`config.mk`:
```
export PLATFORM = sky130hd
export DESIGN_NAME = instr_fetch
export DESIGN_NICKNAME = d
export VERILOG_FILES = /design/src/rtl/instr_fetch.sv
export SDC_FILE = /design/constraint.sdc
export NUM_CORES = 1
export LEC_CHECK = 0
export BUFFER_PORTS_ARGS = -buffer_cell sky130_fd_sc_hd__buf_2
export CORE_MARGIN = 3
export CORE_UTILIZATION = 40
export CTS_CLUSTER_SIZE = 10
export DETAILED_ROUTE_END_ITERATION = 7
export GPL_ROUTABILITY_DRIVEN = 0
export GPL_TIMING_DRIVEN = 0
export PLACE_DENSITY_LB_ADDON = 0.25
export REMOVE_ABC_BUFFERS = 1
export SLEW_MARGIN = 20
export SYNTH_ARGS = -nofsm -noshare
export SYNTH_HDL_FRONTEND = slang
export SYNTH_SLANG_ARGS = --single-unit
```
`constraint.sdc`:
```
create_clock -name clk -period 3.1 [get_ports clk]
set_input_delay 0.31 -clock clk [delete_from_list [all_inputs] [get_ports clk]]
set_output_delay 0.31 -clock clk [all_outputs]
set_load 0.005 [all_outputs]
```
`src/rtl/instr_fetch.sv`:
```
// Instruction fetch unit: walks IDLE -> FETCH -> EXEC, computes the next PC from
// branch/jump decode and traps to a sticky ERROR state on memory timeout or misaligned target.
module instr_fetch #(
    parameter logic [31:0] RESET_PC = 32'h0000_3000,
    parameter int unsigned MAX_WAIT = 15
) (
    input  logic        clk,
    input  logic        rst_n,
    input  logic        beq,
    input  logic        zero,
    input  logic        j,
    input  logic        jal,
    input  logic        jr,
    input  logic [31:0] rs_data,
    input  logic        stall,
    output logic        imem_req,
    output logic [31:0] imem_addr,
    input  logic        imem_ack,
    input  logic [31:0] imem_rdata,
    output logic [31:0] order,
    output logic        order_valid,
    output logic [31:0] pc,
    output logic [31:0] pc_plus4,
    output logic        fetch_err
);

    localparam int unsigned CntW = (MAX_WAIT < 2) ? 1 : $clog2(MAX_WAIT + 1);

    typedef enum logic [1:0] {StIdle, StFetch, StExec, StError} state_e;

    state_e          state;
    logic [CntW-1:0] wait_cnt;
    logic [31:0]     br_off;
    logic [31:0]     next_pc;

    assign pc_plus4    = pc + 32'd4;
    assign imem_addr   = pc;
    assign imem_req    = (state == StFetch);
    assign order_valid = (state == StExec);

    always_comb begin
        br_off  = {{14{order[15]}}, order[15:0], 2'b00};
        next_pc = pc_plus4;
        if (jr) begin
            next_pc = rs_data;
        end else if (j || jal) begin
            next_pc = {pc_plus4[31:28], order[25:0], 2'b00};
        end else if (beq && zero) begin
            next_pc = pc_plus4 + br_off;
        end
    end

    always_ff @(posedge clk or negedge rst_n) begin
        if (!rst_n) begin
            state     <= StIdle;
            pc        <= RESET_PC;
            order     <= '0;
            wait_cnt  <= '0;
            fetch_err <= 1'b0;
        end else begin
            unique case (state)
                StIdle: state <= StFetch;
                StFetch: begin
                    if (imem_ack) begin
                        order    <= imem_rdata;
                        wait_cnt <= '0;
                        state    <= StExec;
                    end else begin
                        wait_cnt <= wait_cnt + 1'b1;
                        // This miss is the MAX_WAIT-th consecutive one.
                        if (wait_cnt == CntW'(MAX_WAIT - 1)) begin
                            state     <= StError;
                            fetch_err <= 1'b1;
                        end
                    end
                end
                StExec: begin
                    if (!stall) begin
                        if (next_pc[1:0] != 2'b00) begin
                            state     <= StError;
                            fetch_err <= 1'b1;
                        end else begin
                            pc    <= next_pc;
                            state <= StFetch;
                        end
                    end
                end
                StError: state <= StError;
            endcase
        end
    end

endmodule

```
==> results.txt <==
- Outcome: finished, violations left
- Failing checks: negative setup slack
- Ys flop type: dfrtp_1
- The H-tree was split into 3 levels.
* Arrival time at the worst endpoint: 3.76 ns
- Worst setup margin: -0.399 ns
- Antenna Nets Post-Route: 0
- Worst path most repeated cell: ha_4
* Final std cell area, no fill: 8430 um2
- Register share of total power: 27.6%
* Ordered cell list for the critical path: ha_4 > nand3_4 > buf_6 > nor2_4 > nand4_1 > xnor2_2 > ha_4 > a21oi_4 > o21ai_2 > or3_4 > o21ai_4 > o31ai_4 > a211oi_2 > xnor2_1 > a21oi_1 > o31ai_2
- Yosys printed 0 warnings.
- CTS tree: built
* I/O pin cnt: 204
* Fin crit period: 3.50 ns
- Sw power: 1.99 mW
- The placed instances occupy a cell area of 6990 um2.
* Detailed-route wire length per cell: 19.3 um
* Leading post-synthesis cells by cell area: dfrtp_1, ha_1, mux2_2
- Maximum number of pins on one net before global-route repair: 42
* Clk slew on worst S/H paths: 0.07 ns
- Avg Cell Area, Syn: 8.70 um2
- After the last flow step, the layout net total stands at 1021.
- IR analysis of the VDD net gives a maximum drop of 0.269 mV.
- Critical path endpoint category: register
- Chip width: 129 um
- Setup repair after global routing could not meet its margin everywhere.
* Count of flip-flops with a built-in enable after synthesis: 0
- Synth-to-layout area growth: 40.2%
- Synthesis inferred 71 register bits.
* Fraction of power spent switching nets: 40.4%
* Internal power: 2.94 mW
* Max Buffers Root-to-Sink: 2
* Data required time at the worst endpoint: 3.37 ns
* Cells after Synth: 692
- Async set-reset flop share out of synthesis: 100%
- The region available for standard cell placement spans 14600 um2.
- Once the floorplan was initialized, standard cells occupied 41.1% of the core.
- The tree built by TritonCTS fans out to 71 sinks.
- STA classifies the critical path startpoint as a register.
- First-pass iteration count of the detailed router: 5
- Summed over all instances, the cell type with the most area after synthesis is dfrtp_1.
* P per Cell Area: 585 nW/um2
- DRC violations left: 0
- Global routing used 24.7% of the available tracks across all layers.
- Num CTS Buffers: 9
- Combinational logic is responsible for 50.4% of the overall power.
* Non-filler cells, final: 1098
- Unique masters post-synth: 74
- Syn Std Cell Area: 6020 um2
- The first global-routing pass estimated 32200 um of wire.
- Post-Route WL: 21200 um
- The critical path in this run is classified as reg2reg.
- The post-route netlist has 48.8% of its cells at a drive strength greater than 1.
- The max-slew violation total from the final report was 0.
- The final critical path takes up 113% of the cycle.
* Leak: 4.14 nW
- Antenna violations before repair: 4
- Setup violations remaining at the end of the flow were counted as 18.
- Number of placed cells counting well taps: 1020
- Die Area: 16600 um2
* Number of port buffers: 203
- CTS placed an instance of clkbuf_16 at the clock tree root.
- Worst clock skew: 0.00784 ns
- Along the worst path, the maximum fanout reaches 5.
* Share of synthesized area occupied by flip-flops and latches: 29.6%
- Y dimension of the die: 129 um
* Via count of the first global-routing pass: 5958
- Via count of the routed design: 6265
* Clock Latency Late Sink: 0.36 ns
* Clock power share: 22.0%
- Ratio of routed vias to standard cells: 5.71
- The total count of hold-check failures in the final report was 0.
* Number of max-cap violations: 0
* Std-Cell Rows: 44
- Peak per-stage delay on the critical path: 0.42 ns
* Post-synth top area share: 28.7%
- Overflow left after global routing: 0
* Hold crit path type: in2reg
* Slew at the pin closest to its max-slew limit: 1.06 ns
- The detailed router finished its first iteration with 498 violations.
- After legalization and detailed placement, the total HPWL measured 14400 um.
- Worst slew slack as a fraction of its limit: 29.4%
- Maximum achievable frequency: 286 MHz
* Crit-path slowest cell: dfrtp_2
- 0 antenna diodes ended up in the layout.
[final timing paths]
check	to	startpoint	slack, ns	depth (start not counted)
max	imem_addr[31]	imem_addr[2]	-0.40	16
min	order[21]	imem_rdata[21]	0.18	2
max reg2reg	imem_addr[31]	imem_addr[2]	-0.40	16
min reg2reg	fetch_err	fetch_err	0.48	1
max in group asynchronous	imem_addr[13]	rst_n	2.05	3
min in group asynchronous	imem_addr[8]	rst_n	0.44	2
[kinds of logic after synthesis]
family	count (synthesis)	synth area share, %
AOI/OAI and AO/OA	201	22.0
xor gates and xnor gates	51	7.55
buffers and inverters	82	8.15
DFF	71	29.6
and+or+nand+nor	208	17.2
adders and majority gates	39	8.23
muxes	40	7.38
[per-stage QoR]
stage / TNS, ns / hold slack, ns / power (mW) / worst slack, ns / util [%]
2_1_floorplan: -2.33 / 0.0144 / 2.49 / -0.319 / -
3_3_place_gp: -59.91 / 0.476 / 3.17 / -2.37 / 46.7
3_5_place_dp: -12.04 / 0.280 / 3.19 / -1.03 / 47.7
4_1_cts: -1.99 / 0.178 / 4.73 / -0.246 / 55.7
5_1_grt: -7.10 / 0.184 / 5.24 / -0.577 / 57.6
6_report: -3.76 / 0.183 / 4.93 / -0.399 / 57.6
[synth_stat cells, types with 3 or more instances]
cell,instances
nand2_1,78
a21oi_1,72
dfrtp_1,69
nor2_1,44
o21ai_0,42
ha_1,38
buf_4,35
mux2_2,35
xnor2_1,31
clkbuf_1,19
nand3_1,19
xor2_1,19
inv_1,17
and3_1,14
nand4_1,11
nor3_1,10
o211ai_1,10
a21o_1,9
a311oi_1,7
o21bai_1,7
a221o_1,6
o22ai_1,6
mux2i_1,5
a211oi_1,4
and2_1,4
clkbuf_8,4
nand2b_1,4
o31ai_1,4
a22oi_1,3
a31oi_1,3
and4_1,3
buf_1,3
o21a_1,3
or3_1,3
[layout by cell type (no fill, tap or decap), types with 15 or more instances in the layout]
| cell | n |
|---|---|
| ha_1 | 26 |
| o21ai_0 | 31 |
| nand2_1 | 69 |
| xnor2_1 | 18 |
| buf_4 | 59 |
| nand3_1 | 15 |
| nor2_1 | 40 |
| buf_2 | 202 |
| mux2_2 | 34 |
| inv_1 | 17 |
| dfrtp_1 | 58 |
| a21oi_1 | 59 |
[per-layer routing]
layer	wire length, um	global-route usage (%)	share of wire [%]
met1	8910	32.5	42
met5	48	0	0.23
met4	530	8.77	2.5
met2	10300	40.8	49
met3	1420	4.61	6.7
[state kept, by name (all words and copies together) (netlist names)]
register   cells
wait_cnt       4
fetch_err      1
order         32
imem_addr     32
state          2
[layout make-up]
type	count	area [um2]
clock buffer	9	225
clock inverter	7	71.3
fill	1275	6210
inverter	17	63.8
multi-input combinational	539	4410
sequential	71	1790
tap	184	230
timing repair buffer	271	1640
[power by group through the flow]
stage	Sequential, mW	Combinational (mW)	Clock, mW
after floorplan	1.32	1.17	0
after global placement	1.35	1.82	0
after detailed placement	1.35	1.84	0
after CTS	1.35	2.27	1.11
after global routing	1.39	2.71	1.14
final	1.36	2.49	1.09
[timing repair]
action | CTS | global route
gates resized for setup | 96 | 40
hold endpoints to repair | 30 | 0
buffers inserted | 49 | 14
pin swaps | 59 | 31
hold buffers | 1 | 0
endpoints found under the setup margin | 23 | 21
[worst max-delay path, delay by kind of cell, from the launching register on]
| kind | cells | cell delay [ns] |
|---|---|---|
| buf+inv | 1 | 0.15 |
| simple gates | 4 | 0.73 |
| xor+xnor | 2 | 0.47 |
| compound gates | 7 | 1.18 |
| fa+ha+maj | 2 | 0.44 |
| flops | 1 | 0.42 |
(Power assumes the default switching activity.)
